### src/rtl/sched_fetch_pkg.sv
// Shared sizing and payload types for the schedule/fetch handshake.
// Every width is derived from this package, so a new core configuration
// only has to edit the values below.
package sched_fetch_pkg;

  localparam int NUM_WARPS  = 8;
  localparam int THREAD_CNT = 4;
  localparam int XLEN       = 32;
  localparam int UUID_WIDTH = 16;

  // A single-warp core still needs a 1-bit warp id.
  localparam int NW_WIDTH = (NUM_WARPS > 1) ? $clog2(NUM_WARPS) : 1;

  typedef struct packed {
    logic [UUID_WIDTH-1:0] uuid;
    logic [NW_WIDTH-1:0]   wid;
    logic [THREAD_CNT-1:0] tmask;
    logic [XLEN-1:0]       PC;
  } sched_data_t;

  typedef struct packed {
    logic [UUID_WIDTH-1:0] uuid;
    logic [NW_WIDTH-1:0]   wid;
    logic [THREAD_CNT-1:0] tmask;
    logic [XLEN-1:0]       PC;
    logic [31:0]           instr;
  } fetch_data_t;

  localparam int SCHED_W = $bits(sched_data_t);

endpackage

### src/rtl/sched_fetch_tag_table.sv
// Per-warp tag table: one pending bit per warp plus the schedule payload
// captured at request time. One write port (request fire) and one
// read/clear port addressed by the returning response tag.
module sched_fetch_tag_table
  import sched_fetch_pkg::*;
(
  input  logic                 clk,
  input  logic                 reset,
  input  logic                 wr_en,
  input  logic [SCHED_W-1:0]   wr_data,
  input  logic                 clr_en,
  input  logic [NW_WIDTH-1:0]  rd_tag,
  output logic                 rd_pending,
  output logic [SCHED_W-1:0]   rd_data,
  output logic [NUM_WARPS-1:0] pending
);

  sched_data_t wr_entry;
  sched_data_t entries [NUM_WARPS];

  assign wr_entry = sched_data_t'(wr_data);

  // Pending bits: set on request fire, cleared when the response is consumed.
  // Set and clear never target the same warp because a pending warp cannot fire.
  always_ff @(posedge clk or posedge reset) begin
    if (reset) begin
      pending <= '0;
    end else begin
      if (clr_en) pending[rd_tag] <= 1'b0;
      if (wr_en)  pending[wr_entry.wid] <= 1'b1;
    end
  end

  // Payload storage needs no reset; it is only read while its pending bit is set.
  always_ff @(posedge clk) begin
    if (wr_en) entries[wr_entry.wid] <= wr_entry;
  end

  assign rd_pending = pending[rd_tag];
  assign rd_data    = entries[rd_tag];

endmodule

### src/rtl/sched_fetch_unit.sv
// Fetch front end: gates scheduled warps into icache requests, remembers
// their metadata per warp, and pairs each icache response with it on a
// registered output toward decode.
module sched_fetch_unit
  import sched_fetch_pkg::*;
(
  input  logic                  clk,
  input  logic                  reset,
  input  logic                  sched_valid,
  input  logic [UUID_WIDTH-1:0] sched_uuid,
  input  logic [NW_WIDTH-1:0]   sched_wid,
  input  logic [THREAD_CNT-1:0] sched_tmask,
  input  logic [XLEN-1:0]       sched_PC,
  output logic                  sched_ready,
  output logic                  icache_req_valid,
  output logic [XLEN-3:0]       icache_req_addr,
  output logic [NW_WIDTH-1:0]   icache_req_tag,
  input  logic                  icache_req_ready,
  input  logic                  icache_rsp_valid,
  input  logic [31:0]           icache_rsp_data,
  input  logic [NW_WIDTH-1:0]   icache_rsp_tag,
  output logic                  icache_rsp_ready,
  output logic                  fetch_valid,
  output logic [UUID_WIDTH-1:0] fetch_uuid,
  output logic [NW_WIDTH-1:0]   fetch_wid,
  output logic [THREAD_CNT-1:0] fetch_tmask,
  output logic [XLEN-1:0]       fetch_PC,
  output logic [31:0]           fetch_instr,
  input  logic                  fetch_ready,
  output logic                  busy
);

  logic [NUM_WARPS-1:0] pending;
  logic                 rsp_pending;
  logic [SCHED_W-1:0]   rsp_entry_bits;
  sched_data_t          rsp_entry;
  sched_data_t          sched_data;
  fetch_data_t          fetch_q;
  logic                 sched_blocked;
  logic                 sched_fire;
  logic                 rsp_fire;
  logic                 rsp_hit;

  assign sched_data = '{uuid: sched_uuid, wid: sched_wid, tmask: sched_tmask, PC: sched_PC};

  // A warp with a request in flight must wait for its response before re-issuing.
  assign sched_blocked    = pending[sched_wid];
  assign icache_req_valid = sched_valid & ~sched_blocked;
  assign sched_ready      = icache_req_ready & ~sched_blocked;
  assign icache_req_addr  = sched_PC[XLEN-1:2];
  assign icache_req_tag   = sched_wid;
  assign sched_fire       = sched_valid & sched_ready;

  assign icache_rsp_ready = ~fetch_valid | fetch_ready;
  assign rsp_fire         = icache_rsp_valid & icache_rsp_ready;
  assign rsp_hit          = rsp_fire & rsp_pending;
  assign rsp_entry        = sched_data_t'(rsp_entry_bits);

  sched_fetch_tag_table u_tag_table (
    .clk        (clk),
    .reset      (reset),
    .wr_en      (sched_fire),
    .wr_data    (SCHED_W'(sched_data)),
    .clr_en     (rsp_hit),
    .rd_tag     (icache_rsp_tag),
    .rd_pending (rsp_pending),
    .rd_data    (rsp_entry_bits),
    .pending    (pending)
  );

  // Output register: load on a matched response, otherwise drain on fetch_ready.
  always_ff @(posedge clk or posedge reset) begin
    if (reset) begin
      fetch_valid <= 1'b0;
      fetch_q     <= '0;
    end else if (rsp_hit) begin
      fetch_valid <= 1'b1;
      fetch_q     <= '{uuid:  rsp_entry.uuid,
                       wid:   icache_rsp_tag,
                       tmask: rsp_entry.tmask,
                       PC:    rsp_entry.PC,
                       instr: icache_rsp_data};
    end else if (fetch_ready) begin
      fetch_valid <= 1'b0;
    end
  end

  assign fetch_uuid  = fetch_q.uuid;
  assign fetch_wid   = fetch_q.wid;
  assign fetch_tmask = fetch_q.tmask;
  assign fetch_PC    = fetch_q.PC;
  assign fetch_instr = fetch_q.instr;

  assign busy = (|pending) | fetch_valid;

  // Flag responses that match no outstanding request; they are dropped.
  always @(posedge clk) begin
    if (!reset && rsp_fire) begin
      assert (rsp_pending)
        else $warning("stray icache response, tag %0d dropped", icache_rsp_tag);
    end
  end

endmodule

### config.mk
export PLATFORM = sky130hd
export DESIGN_NAME = sched_fetch_unit
export DESIGN_NICKNAME = d
export VERILOG_FILES = /design/src/rtl/sched_fetch_pkg.sv /design/src/rtl/sched_fetch_tag_table.sv /design/src/rtl/sched_fetch_unit.sv
export SDC_FILE = /design/constraint.sdc
export NUM_CORES = 1
export LEC_CHECK = 0
export CORE_MARGIN = 4
export CORE_UTILIZATION = 57
export CTS_CLUSTER_DIAMETER = 50
export DETAILED_ROUTE_END_ITERATION = 7
export GPL_TIMING_DRIVEN = 0
export HOLD_SLACK_MARGIN = 0.08
export PLACE_DENSITY = 0.8
export SETUP_SLACK_MARGIN = 0.15
export SYNTH_ARGS = -nofsm -noshare
export SYNTH_HDL_FRONTEND = slang
export SYNTH_HIERARCHICAL = 1
export SYNTH_SLANG_ARGS = --single-unit
### constraint.sdc
create_clock -name clk -period 8.86 [get_ports clk]
set_input_delay 1.772 -clock clk [delete_from_list [all_inputs] [get_ports clk]]
set_output_delay 1.772 -clock clk [all_outputs]
set_load 0.02 [all_outputs]
# After elaboration in Yosys (flattened, before gate mapping)
# Memories as Yosys holds them, arrays and structs flattened. A register that Yosys moved wholly into a read port is not among the register bits.
# Cells that the tools add are included.
# W data, S select, Z words.
[classes] n_bitwise=12 n_reduce_logical=4 muxes=14 order_cmp=4
[ops] operator="$mux W8" count=2
[ops] operator="$and A8 B8 Y8" count=1
[ops] operator="$lt A3 B4 Y1 const B" count=2
[ops] operator="$mux W1" count=8
[ops] operator="$not A8 Y8" count=1
[ops] operator="$or A8 B8 Y8" count=1
[ops] operator="$reduce_or A8 Y1" count=1
[ops] operator="$bmux W1 S3" count=2
[ops] operator="$demux W1 S3" count=2
[ops] operator="$ge A3 B1 Y1 const B" count=2
[ops] operator="$and A1 B1 Y1" count=5
[ops] operator="$logic_and A1 B1 Y1" count=2
[ops] operator="$not A1 Y1" count=2
[ops] operator="$or A1 B1 Y1" count=2
[ops] operator="$reduce_bool A2 Y1" count=1
[totals] reg_bits=44 word_cells=39 ram_bits=440 memories=1 out_inout_bits=125
[mem_list] name="u_tag_table.entries" depth=8 width=55 read_ports=1 rd_ports_with_merged_regs=1 write_ports=1 line="sched_fetch_tag_table.sv:19" text="sched_data_t entries [NUM_WARPS];"

# Logic depth before layout (Yosys ltp)
[logic_depth] word_depth=9 ltp_mapped=11 depth_no_buf=6

# By module
# The synthesis kept the hierarchy.
[by_module_without_submodules] module="sched_fetch_tag_table" seq_area_each_um2=13412.9 cells_each=680 n_inst=1 area_each_um2=16995.0
[by_module_without_submodules] module="sched_fetch_unit" seq_area_each_um2=2202.1 cells_each=236 n_inst=1 area_each_um2=3721.1

# Least setup slack after synthesis
# No wires, ideal clock.
[synth_timing] path_kind="input -> register" startpoint="in sched_wid[0]" endpoint="mem u_tag_table/entries[0][0] in the netlist's numbering (enable)" setup_slack_ns=-0.118 arrival_ns=8.349 setup_time_ns=0.630 n_path_buf=1 cell_stages=5 path_cell_list="clkbuf_2 mux2i_1 mux4_2 and3_1 nor4b_1"
[synth_between] elab_chain_cells=7
[synth_rtl] item="from (decl)" line="sched_fetch_unit.sv:11" text="input logic [NW_WIDTH-1:0] sched_wid,"
[synth_rtl] item="$bmux W1 S3" line="sched_fetch_unit.sv:47" text="assign sched_blocked = pending[sched_wid];"
[synth_rtl] item="$mux W1 (not written as such)" line="sched_fetch_unit.sv:47"
[synth_rtl] item="$not A1 Y1" line="sched_fetch_unit.sv:49" text="assign sched_ready = icache_req_ready & ~sched_blocked;"
[synth_rtl] item="$and A1 B1 Y1" line="sched_fetch_unit.sv:49"
[synth_rtl] item="$and A1 B1 Y1" line="sched_fetch_unit.sv:52" text="assign sched_fire = sched_valid & sched_ready;"
[synth_rtl] item="net sched_fire" line="sched_fetch_unit.sv:40" text="logic sched_fire;"
[synth_rtl] item="$mux W1" line="sched_fetch_tag_table.sv:36" text="if (wr_en) entries[wr_entry.wid] <= wr_entry;"
[synth_rtl] item="$mux W1 (not written as such)" line="sched_fetch_tag_table.sv:36"
[synth_rtl] item="to (decl)" line="sched_fetch_tag_table.sv:19"
# The timed path passes the listed nets, and every way through them passes these cells. The select of a mux whose other input is x is not followed.

# Final worst setup path
[layout_timing] startpoint="in sched_wid[0]" endpoint="out icache_req_valid"
[layout_between] elab_chain_cells=4
[layout_rtl] item="$bmux W1 S3" line="sched_fetch_unit.sv:47"
[layout_rtl] item="$mux W1 (not written as such)" line="sched_fetch_unit.sv:47"
[layout_rtl] item="$not A1 Y1" line="sched_fetch_unit.sv:48" text="assign icache_req_valid = sched_valid & ~sched_blocked;"
[layout_rtl] item="$and A1 B1 Y1" line="sched_fetch_unit.sv:48"
[layout_rtl] item="to (decl)" line="sched_fetch_unit.sv:15" text="output logic icache_req_valid,"
# Every way passes these cells. The select of a mux whose other input is x is not followed.

==> qor.txt <==
Status - complete, no violations
Crit end category - primary output
Reg2reg start - u_tag_table/pending[7]$_DFF_PP0_
Met3 WL - 3.38 mm
Die Wd - 195 um
Clk Latency, worst-skew pair - 560 ps
Max-cap violations - 0
Post-Route M1 WL - 17.7 mm
Finished Cell Area - 24,900 um2
# diodes - 0
Hold path cells - 1
Final setup viols - 0
Critical Path Start Type - primary input
Hold Path End - fetch_instr[24]$_DFFE_PP0P_
Number of cells produced by synthesis - 883
Crit path kind - in -> out
Period minus WS final - 5830 ps
VDD IR max - 0.199 mV
Total Routed Length - 42.7 mm
Worst Hold Class - reg -> reg
Worst-path maximum fanout - 7
Slowest Stage Delay on Critical Path - 730 ps
Critical Path AT - 4060 ps
Area of the die - 37,800 um2
First-pass GRT wire length - 64.9 mm
Drt pass-1 iters - 5
Dpl cell area - 23,100 um2
Die height - 195 um
Slew @ Worst Pin - 1100 ps
Layout cell share with drive strength beyond 1 - 34.9%
Congestion Overflow GR - 0
Flop-to-flop setup slack - 5640 ps
Vias per cell - 5.89
GRT Total Usage - 22.5%
Syn. warnings - 6
Hold path start - fetch_instr[24]$_DFFE_PP0P_
CTS tree - built
Final std cells w/o fill - 1,688
Setup bufs post-CTS - 0
RSZ-0062 raised after global routing - no
Critical path required time - 7090 ps
Site Rows - 68
Reg2Reg Depth - 7
Maximum clock path buffer count - 3
Initial DRC Count - 883
Vias - 9,945
Tcrit/Tclk final - 65.8%
IO buf count - 220
Clock transition at path regs - 60 ps
Antenna Nets Post-Route - 0
Hold Fails Final Rpt - 0
R2r endpoint - u_tag_table/entries[1][15]$_DFFE_PP_
CTS Buf Count - 52
Power Dens Cells - 266 nW/um2
CP max stage cell - clkdlybuf4s50_1
Worst setup startpoint - sched_wid[0]
Wire length on met2 - 20.9 mm
Top Ports - 221
Core footprint - 34,500 um2
Routed WL per cell - 25.3 um
Initial antenna violation count - 2
Max Slew Vio Count - 0
# hold bufs at CTS - 0
Avg Inst Size Synth - 22.5 um2
Final Skew - 18.8 ps
LEAKAGE - 8.57 nW
Hpwl dp - 27.3 mm
CTS root buf - clkbuf_16
Top sig layer - met5
Mapped Nets - 979
Cts repair resizes - 0
Largest net degree at the start of global routing - 67
Starting Density - 57.5%
Vias in the first global route - 10,500
Placed Cells incl. Taps - 1,591
Synth-to-layout area growth - 25.4%
H-tree levels - 2
Most used cell, CP - clkdlybuf4s50_1
Slew Limit Headroom - 26.6%
DRC violation count after routing - 0
Fmax - 171 MHz
Post-Syn Area - 19,800 um2
NumNets Final - 1,286
Num Clock Sinks - 512
Total power - 6.62 mW
GPL Wtd Cong - 0.777
CP cell instances - clkdlybuf4s50_1, clkbuf_2, mux2i_1, mux4_2, and2_1, clkdlybuf4s50_1
## per-layer routing
| layer | vias to the layer above | track usage, % |
|---|---|---|
| met5 | - | 0 |
| met1 | 5219 | 32.7 |
| met3 | 61 | 4.47 |
| met4 | 4 | 4.71 |
| met2 | 466 | 36.5 |
| li1 | 4195 | - |
## area by class of cell
class / count / area [um2]
Inverter: 3 / 13.8
Fill cell: 2022 / 9590
Buffer: 77 / 533
Timing Repair Buffer: 253 / 2670
Tap cell: 455 / 569
Clock inverter: 25 / 246
Multi-Input combinational cell: 291 / 4460
Sequential cell: 512 / 14900
Clock buffer: 72 / 1480
## critical path: cells and delay by family
kind,cells,cell delay [ps]
and+or+nand+nor,1,170
muxes,2,600
buffers and inverters,3,1520
## how the worst max path moves through the flow
stage	endpoint	slack (ps)
6_report	icache_req_valid	3030
5_1_grt	sched_ready	2950
2_1_floorplan	u_tag_table/entries[0][0]$_DFFE_PP_	200
4_1_cts	sched_ready	3030
3_3_place_gp	u_tag_table/entries[0][19]$_DFFE_PP_	-5900
3_5_place_dp	sched_ready	3040
## power by group
| group | switching, mW | internal (mW) |
|---|---|---|
| Sequential | 0.153 | 2.87 |
| Clock | 0.879 | 1.28 |
| Combinational | 0.658 | 0.775 |
| Total | 1.69 | 4.93 |
## state kept, by name, summed over array words and instances, names as in the netlist
register and cells:
u_tag_table/entries 416, fetch_instr 32, fetch_PC 32, u_tag_table/pending 8
fetch_valid 1, fetch_tmask 4, fetch_uuid 16, fetch_wid 3
## per-stage QoR
step           hold slack, ps  TNS (ps)  setup WS [ps]  util [%]
2_1_floorplan             488         0            201         -
3_3_place_gp              488   -985920          -5900      65.6
3_5_place_dp              493         0           3040      67.2
5_1_grt                   519         0           2950      72.2
6_report                  503         0           3030      72.2
4_1_cts                   508         0           3030      72.2
## layout by cell type, fill, tap and decap left out, types with 9 or more instances in the layout
master	instances
buf_6	25
edfxtp_1	416
clkbuf_1	22
clkdlybuf4s50_1	220
dfrtp_1	96
mux2_4	19
mux2_2	121
clkbuf_16	53
buf_4	41
mux4_2	107
buf_1	9
(Power assumes the default switching activity.)
